**config.mk**
```make
export PLATFORM = sky130hd
export DESIGN_NAME = apb_regfile_param_flat
export DESIGN_NICKNAME = d
export VERILOG_FILES = /design/src/rtl/apb_regfile_pkg.sv /design/src/rtl/apb_regfile_param_if.sv /design/src/rtl/apb_regfile_param_wait_ctr.sv /design/src/rtl/apb_regfile_param.sv /design/src/flat_wrapper.sv
export SDC_FILE = /design/constraint.sdc
export NUM_CORES = 1
export LEC_CHECK = 0
export ABC_AREA = 1
export CAP_MARGIN = 10
export CORE_MARGIN = 5
export CORE_UTILIZATION = 59
export CTS_CLUSTER_DIAMETER = 30
export DETAILED_ROUTE_END_ITERATION = 12
export PLACE_DENSITY_LB_ADDON = 0.1
export RECOVER_POWER = 25
export SYNTH_ARGS = -nofsm -noshare
export SYNTH_HDL_FRONTEND = slang
export SYNTH_HIERARCHICAL = 1
export SYNTH_SLANG_ARGS = --single-unit
```
**constraint.sdc**
```tcl
create_clock -name pclk -period 2.4 [get_ports pclk]
set_input_delay 0.24 -clock pclk [delete_from_list [all_inputs] [get_ports pclk]]
set_output_delay 0.24 -clock pclk [all_outputs]
set_load 0.03 [all_outputs]
```
**src/rtl/apb_regfile_pkg.sv**
```systemverilog
// Shared definitions for the parametrised APB register file: FSM state
// encoding, wait-counter width and helpers deriving lane count and the
// byte-to-word address shift from the data width.
package apb_regfile_pkg;

  typedef enum logic [1:0] {
    ST_IDLE   = 2'd0,
    ST_SETUP  = 2'd1,
    ST_ACCESS = 2'd2
  } apb_state_e;

  // Wait counter width; WAIT_CYCLES is limited to 0..15.
  localparam int CNT_W = 4;

  function automatic int lane_count(input int data_w);
    return data_w / 8;
  endfunction

  function automatic int addr_shift(input int data_w);
    return $clog2(data_w / 8);
  endfunction

endpackage

```
**src/rtl/apb_regfile_param_if.sv**
```systemverilog
// APB bus bundle between the decoder (master) and the register file (slave).
interface apb_regfile_param_if #(
  parameter int ADDR_W = 8,
  parameter int DATA_W = 32
);
  logic                  psel;
  logic                  penable;
  logic                  pwrite;
  logic [ADDR_W-1:0]     paddr;
  logic [DATA_W-1:0]     pwdata;
  logic [DATA_W/8-1:0]   pstrb;
  logic [DATA_W-1:0]     prdata;
  logic                  pready;
  logic                  pslverr;

  modport master (
    output psel, penable, pwrite, paddr, pwdata, pstrb,
    input  prdata, pready, pslverr
  );

  modport slave (
    input  psel, penable, pwrite, paddr, pwdata, pstrb,
    output prdata, pready, pslverr
  );
endinterface

```
**src/rtl/apb_regfile_param_wait_ctr.sv**
```systemverilog
// Access-phase wait-state down-counter. Loaded with WAIT_CYCLES as the setup
// phase ends, counts down once per access cycle and stops at zero; o_done
// flags terminal count.
module apb_wait_ctr
  import apb_regfile_pkg::*;
#(
  parameter int WAIT_CYCLES = 0
) (
  input  logic pclk,
  input  logic preset_n,
  input  logic i_load,
  input  logic i_dec,
  output logic o_done
);

  logic [CNT_W-1:0] r_cnt;

  // Load on setup, decrement while in the access phase, hold at zero.
  always_ff @(posedge pclk or negedge preset_n) begin
    if (!preset_n) begin
      r_cnt <= '0;
    end else if (i_load) begin
      r_cnt <= CNT_W'(WAIT_CYCLES);
    end else if (i_dec && (r_cnt != '0)) begin
      r_cnt <= r_cnt - 1'b1;
    end
  end

  assign o_done = (r_cnt == '0);

endmodule

```
**src/rtl/apb_regfile_param.sv**
```systemverilog
// Parametrised APB slave register file with binary byte addressing,
// programmable wait states, per-register read-only protection and PSLVERR.
// Optional byte-strobe writes are enabled by defining APB_REGFILE_PSTRB_EN.
//
// state     | meaning
// ----------+-------------------------------------------------------------
// ST_IDLE   | no transfer in progress; penable without a setup is ignored
// ST_SETUP  | setup-phase cycle (psel && !penable seen while idle); it is
//           | recognised combinationally so the access phase begins at the
//           | very next edge and a zero-wait transfer takes two cycles
// ST_ACCESS | access phase; waits for the counter, completes on pready,
//           | aborts if psel drops
module apb_regfile_param
  import apb_regfile_pkg::*;
#(
  parameter int                  DATA_W      = 32,
  parameter int                  NUM_REGS    = 8,
  parameter int                  ADDR_W      = 8,
  parameter int                  WAIT_CYCLES = 0,
  parameter logic [NUM_REGS-1:0] RO_MASK     = '0,
  parameter logic [DATA_W-1:0]   RST_VAL     = '0
) (
  input  logic                pclk,
  input  logic                preset_n,
  apb_regfile_param_if.slave  bus
);

  localparam int                LANES    = lane_count(DATA_W);
  localparam int                SHIFT    = addr_shift(DATA_W);
  localparam int                IDX_W    = (NUM_REGS > 1) ? $clog2(NUM_REGS) : 1;
  localparam logic [ADDR_W-1:0] LOW_MASK = ADDR_W'((1 << SHIFT) - 1);

  apb_state_e        r_state;
  apb_state_e        w_state_cur;
  apb_state_e        w_state_nxt;

  logic [DATA_W-1:0] r_regs [NUM_REGS];

  logic [ADDR_W-1:0] w_idx_full;
  logic [IDX_W-1:0]  w_idx;
  logic              w_oor;
  logic              w_misaligned;
  logic              w_invalid;
  logic              w_ro_hit;
  logic              w_cnt_done;
  logic              w_pready;
  logic              w_wr_commit;
  logic [LANES-1:0]  w_byte_en;
  logic              w_strb_rd_err;

  // Address decode; the index is forced to 0 when out of range so the
  // register array and read-only mask are never indexed past their end.
  assign w_idx_full   = bus.paddr >> SHIFT;
  assign w_misaligned = |(bus.paddr & LOW_MASK);
  assign w_oor        = (32'(w_idx_full) >= 32'(NUM_REGS));
  assign w_invalid    = w_oor || w_misaligned;
  assign w_idx        = w_oor ? '0 : w_idx_full[IDX_W-1:0];
  assign w_ro_hit     = !w_oor && RO_MASK[w_idx];

`ifdef APB_REGFILE_PSTRB_EN
  assign w_byte_en     = bus.pstrb;
  assign w_strb_rd_err = !bus.pwrite && (bus.pstrb != '0);
`else
  assign w_byte_en     = '1;
  assign w_strb_rd_err = 1'b0;
`endif

  // Current phase: a setup cycle is seen directly on the bus while idle.
  always_comb begin
    w_state_cur = r_state;
    if ((r_state == ST_IDLE) && bus.psel && !bus.penable) begin
      w_state_cur = ST_SETUP;
    end
  end

  // Next-state decision from the current phase.
  always_comb begin
    w_state_nxt = ST_IDLE;
    case (w_state_cur)
      ST_IDLE:   w_state_nxt = ST_IDLE;
      ST_SETUP:  w_state_nxt = ST_ACCESS;
      ST_ACCESS: begin
        if (!bus.psel || w_pready) begin
          w_state_nxt = ST_IDLE;
        end else begin
          w_state_nxt = ST_ACCESS;
        end
      end
      default:   w_state_nxt = ST_IDLE;
    endcase
  end

  // State register.
  always_ff @(posedge pclk or negedge preset_n) begin
    if (!preset_n) begin
      r_state <= ST_IDLE;
    end else begin
      r_state <= w_state_nxt;
    end
  end

  apb_wait_ctr #(
    .WAIT_CYCLES (WAIT_CYCLES)
  ) u_wait_ctr (
    .pclk     (pclk),
    .preset_n (preset_n),
    .i_load   (w_state_cur == ST_SETUP),
    .i_dec    (r_state == ST_ACCESS),
    .o_done   (w_cnt_done)
  );

  assign w_pready    = (r_state == ST_ACCESS) && w_cnt_done && bus.psel && bus.penable;
  assign w_wr_commit = w_pready && bus.pwrite && !w_invalid && !w_ro_hit;

  // Register array: reset to RST_VAL, byte-lane write on a clean completion.
  always_ff @(posedge pclk or negedge preset_n) begin
    if (!preset_n) begin
      for (int i = 0; i < NUM_REGS; i++) begin
        r_regs[i] <= RST_VAL;
      end
    end else if (w_wr_commit) begin
      for (int b = 0; b < LANES; b++) begin
        if (w_byte_en[b]) begin
          r_regs[w_idx][b*8 +: 8] <= bus.pwdata[b*8 +: 8];
        end
      end
    end
  end

  assign bus.pready  = w_pready;
  assign bus.prdata  = (w_pready && !bus.pwrite && !w_invalid) ? r_regs[w_idx] : '0;
  assign bus.pslverr = w_pready &&
                       (w_invalid || (bus.pwrite && w_ro_hit) || w_strb_rd_err);

endmodule

```
**src/flat_wrapper.sv**
```systemverilog
// flat-port wrapper written by rule: the top's interface ports become plain ports
module apb_regfile_param_flat import apb_regfile_pkg::*;
#(
  parameter int                  DATA_W      = 32,
  parameter int                  NUM_REGS    = 8,
  parameter int                  ADDR_W      = 8,
  parameter int                  WAIT_CYCLES = 0,
  parameter logic [NUM_REGS-1:0] RO_MASK     = '0,
  parameter logic [DATA_W-1:0]   RST_VAL     = '0
)
  (pclk, preset_n, bus_psel, bus_penable, bus_pwrite, bus_paddr, bus_pwdata, bus_pstrb, bus_prdata, bus_pready, bus_pslverr);
  apb_regfile_param_if #(.ADDR_W(ADDR_W), .DATA_W(DATA_W)) bus_i ();
  input  logic pclk;
  input  logic preset_n;
  input wire logic [$bits(bus_i.psel)-1:0] bus_psel;
  input wire logic [$bits(bus_i.penable)-1:0] bus_penable;
  input wire logic [$bits(bus_i.pwrite)-1:0] bus_pwrite;
  input wire logic [$bits(bus_i.paddr)-1:0] bus_paddr;
  input wire logic [$bits(bus_i.pwdata)-1:0] bus_pwdata;
  input wire logic [$bits(bus_i.pstrb)-1:0] bus_pstrb;
  output wire logic [$bits(bus_i.prdata)-1:0] bus_prdata;
  output wire logic [$bits(bus_i.pready)-1:0] bus_pready;
  output wire logic [$bits(bus_i.pslverr)-1:0] bus_pslverr;
  assign bus_i.psel = bus_psel;
  assign bus_i.penable = bus_penable;
  assign bus_i.pwrite = bus_pwrite;
  assign bus_i.paddr = bus_paddr;
  assign bus_i.pwdata = bus_pwdata;
  assign bus_i.pstrb = bus_pstrb;
  assign bus_prdata = bus_i.prdata;
  assign bus_pready = bus_i.pready;
  assign bus_pslverr = bus_i.pslverr;
  apb_regfile_param #(.DATA_W(DATA_W), .NUM_REGS(NUM_REGS), .ADDR_W(ADDR_W), .WAIT_CYCLES(WAIT_CYCLES), .RO_MASK(RO_MASK), .RST_VAL(RST_VAL)) u_core (.pclk(pclk), .preset_n(preset_n), .bus(bus_i));
endmodule
```
==> impl_metrics.tcl <==
set metrics [dict create \
    status "finished with violations" \
    violations "capacitance limit, slew limit, setup timing" \
    mostFrequentLayoutCell "nand2_1" \
    power.internal_mw 9.88 \
    drtIter0Drc 1143 \
    die_h_um 156 \
    num-nets-final 1792 \
    die_area_mm2 0.0242 \
    drv_slew 63 \
    r2r_slack_ps 140 \
    dp_hpwl_mm 20.0 \
    critPathKind "reg -> out" \
    max_slew_margin -0.158 \
    clk_latency_ps 560 \
    dp_cells 1946 \
    clockBufferDepth 3 \
    path_common_cell "inv_2" \
    grt_max_degree 73 \
    max_freq_mhz 371 \
    area_growth_pct 30.4 \
    whs_ps 340 \
    drive_above_1_share 0.162 \
    power_density_mw_per_mm2 785 \
    hold_path.class "in -> reg" \
    crit_path_end_kind "primary output" \
    core-area_mm2 0.0210 \
    cts_sinks 261 \
    hold_viol_final 0 \
    cts_made_buffers 53 \
    path_cells "inv_2 > ha_4 > nand2_4 > inv_2 > nand2_2 > nor2_4 > nand3_4 > buf_12 > a21oi_2 > nand2_1 > nor2_2 > buf_6" \
    power_leakage_nw 7.49 \
    via_count 11513 \
    synth-seq-cells 261 \
    cp-start-kind "flip-flop" \
    syn-num-nets 1680 \
    tightest_slew_ps 1740 \
    critical_path.max_stage_delay_ps 380 \
    dp_slack_ps 30.7 \
    drc 0 \
    maxCapViolCount 1 \
    vias_per_cell 5.60 \
    crit_arrival_ps 2450 \
    yosysSeqAreaShare 0.521 \
    h-tree-depth 2 \
    vdd_drop_max_mv 0.582 \
    start_util 0.598 \
    syn_area_mm2 0.0125 \
    yosysWarnings 6 \
    swShare 0.229 \
    port_buffers 78 \
    skew_ps 17.1 \
    crit_fanout 5 \
    power_switching_mw 2.93 \
    cts.clk_slew.worst_paths_ps 50 \
    finalNonFillerCells 2057 \
    antenna_found_initial 0 \
    grt_pass1_vias 11487 \
    avgSynthCellArea_um2 7.69 \
    wl_per_cell_um 17.6 \
    synthCells 1629 \
    setup_viol 33 \
    final_cell_mix "nand2_1, dfrtp_1, o21ai_1, inv_1, nand3_1" \
    grt_pass1_wl_mm 58.7 \
    crit_buf_inv 4 \
    drtPass1Iterations 6 \
    clockRootBuffer "clkbuf_16" \
    ys_types 27 \
    cp.required_ps 2160 \
    pwr-share-clk 0.581 \
    cts_tree "done" \
    place_congestion 0.842 \
    period_needed_ps 2690 \
    gr-total-overflow 0 \
    die_x_um 156 \
    rsz0062_at_grt "true" \
    p_total_mw 12.8 \
    worst_slack_ps -295 \
    ant_nets 0 \
    grt_util_all_layers 0.301 \
    crit_family "simple AND/OR/NAND/NOR gates" \
    min_period_over_period 1.12 \
    seqPwrFrac 0.351 \
    comb_power_share 0.068 \
    io_pins 83 \
    rows 53 \
    slowest_stage "dfrtp_1" \
    wirelength_mm 36.2 \
    insertedDiodeCount 0 \
]
[metal layers]
layer  wire [um]  global-route usage  share of wire  vias to the layer above
met3        2710              0.0610          0.075                      114
li1            -                   -              -                     5385
met2       18000               0.509           0.50                      509
met4        1270               0.126          0.035                        0
met5           0                   0              0                        -
met1       14200               0.380           0.39                     5505
[worst register-to-register path, delay by kind of cell, from the launching register on]
| family | cells | cell delay, ps |
|---|---|---|
| DFF | 1 | 380 |
| and+or+nand+nor | 7 | 770 |
| AOI/OAI and AO/OA | 1 | 100 |
| buffers and inverters | 6 | 720 |
| adders and majority gates | 1 | 140 |
[cell type report]
type	instances	area (um^2)
clock buffers	73	1490
clock inverters	23	342
fillers	1448	4620
inverters	236	888
multi-input cells	1040	4980
flip-flops and latches	261	6530
well taps	275	344
repair buffers	149	1750
[sequential cells by signal, summed over array words and instances (netlist names)]
name / count
u_core/u_wait_ctr/r_cnt: 4
u_core/r_state: 1
u_core/r_regs: 256
[synthesized netlist by cell type (all sizes together)]
| cell type | instances | area share |
|---|---|---|
| ha | 2 | 0.0020 |
| nand4 | 42 | 0.021 |
| nor2 | 54 | 0.020 |
| inv | 236 | 0.071 |
| xor2 | 1 | 0.00070 |
| nand2 | 534 | 0.16 |
| o21ai | 258 | 0.10 |
| nand3 | 116 | 0.047 |
| clkbuf | 16 | 0.0048 |
| o22ai | 1 | 0.00050 |
| o211ai | 1 | 0.0010 |
| a21oi | 29 | 0.012 |
| nor3 | 2 | 0.00080 |
| buf | 76 | 0.031 |
| dfrtp | 261 | 0.52 |
[power by group through the flow]
stage               Sequential, mW  Clock, mW  Combinational [mW]
detailed placement            4.56          0               0.699
finish                        4.50       7.45               0.867
global route                  4.50       7.75               0.952
CTS                           4.50       7.51               0.796
floorplan                     4.55          0               0.354
global placement              4.56          0               0.685
[cell families (layout without fill, tap and decap cells)]
family | count (synthesis) | after routing | share of synthesized area
and+or+nand+nor | 748 | 748 | 0.253
buffers and inverters | 328 | 481 | 0.107
AOI/OAI and AO/OA | 289 | 289 | 0.116
DFF | 261 | 261 | 0.521
adders and majority gates | 2 | 2 | 0.00200
xor gates and xnor gates | 1 | 1 | 0.000699
[metrics by stage]
stage	instance area [um^2]	TNS, ps	util
floorplan	12500	0	-
global placement	14000	0	0.667
finish	16300	-8170	0.779
CTS	16100	-8950	0.767
detailed placement	14000	0	0.667
global route	16300	-12090	0.779
[path summary, 6_finish.rpt]
check,start,to,cells after the start
setup / recovery,u_core/u_wait_ctr/r_cnt[1]$_DFFE_PN0P_,bus_prdata[13],12
hold / removal,bus_psel,u_core/r_state[1]$_DFF_PN0_,3
setup reg to reg,u_core/u_wait_ctr/r_cnt[1]$_DFFE_PN0P_,u_core/r_regs[14]$_DFFE_PN0P_,15
hold reg to reg,u_core/r_regs[247]$_DFFE_PN0P_,u_core/r_regs[247]$_DFFE_PN0P_,2
max in group asynchronous,preset_n,u_core/r_regs[159]$_DFFE_PN0P_,3
min in group asynchronous,preset_n,u_core/r_state[1]$_DFF_PN0_,2
[what timing repair did]
action                     in CTS  in global routing
resized for setup              59                 65
hold buffers                    1                  0
gates cloned                    2                  1
hold endpoints to repair       60                  0
pin swaps                      26                 36
setup endpoints to repair      34                 41
setup buffers                   6                  7
Note: power is estimated with default switching activity, not from simulation.
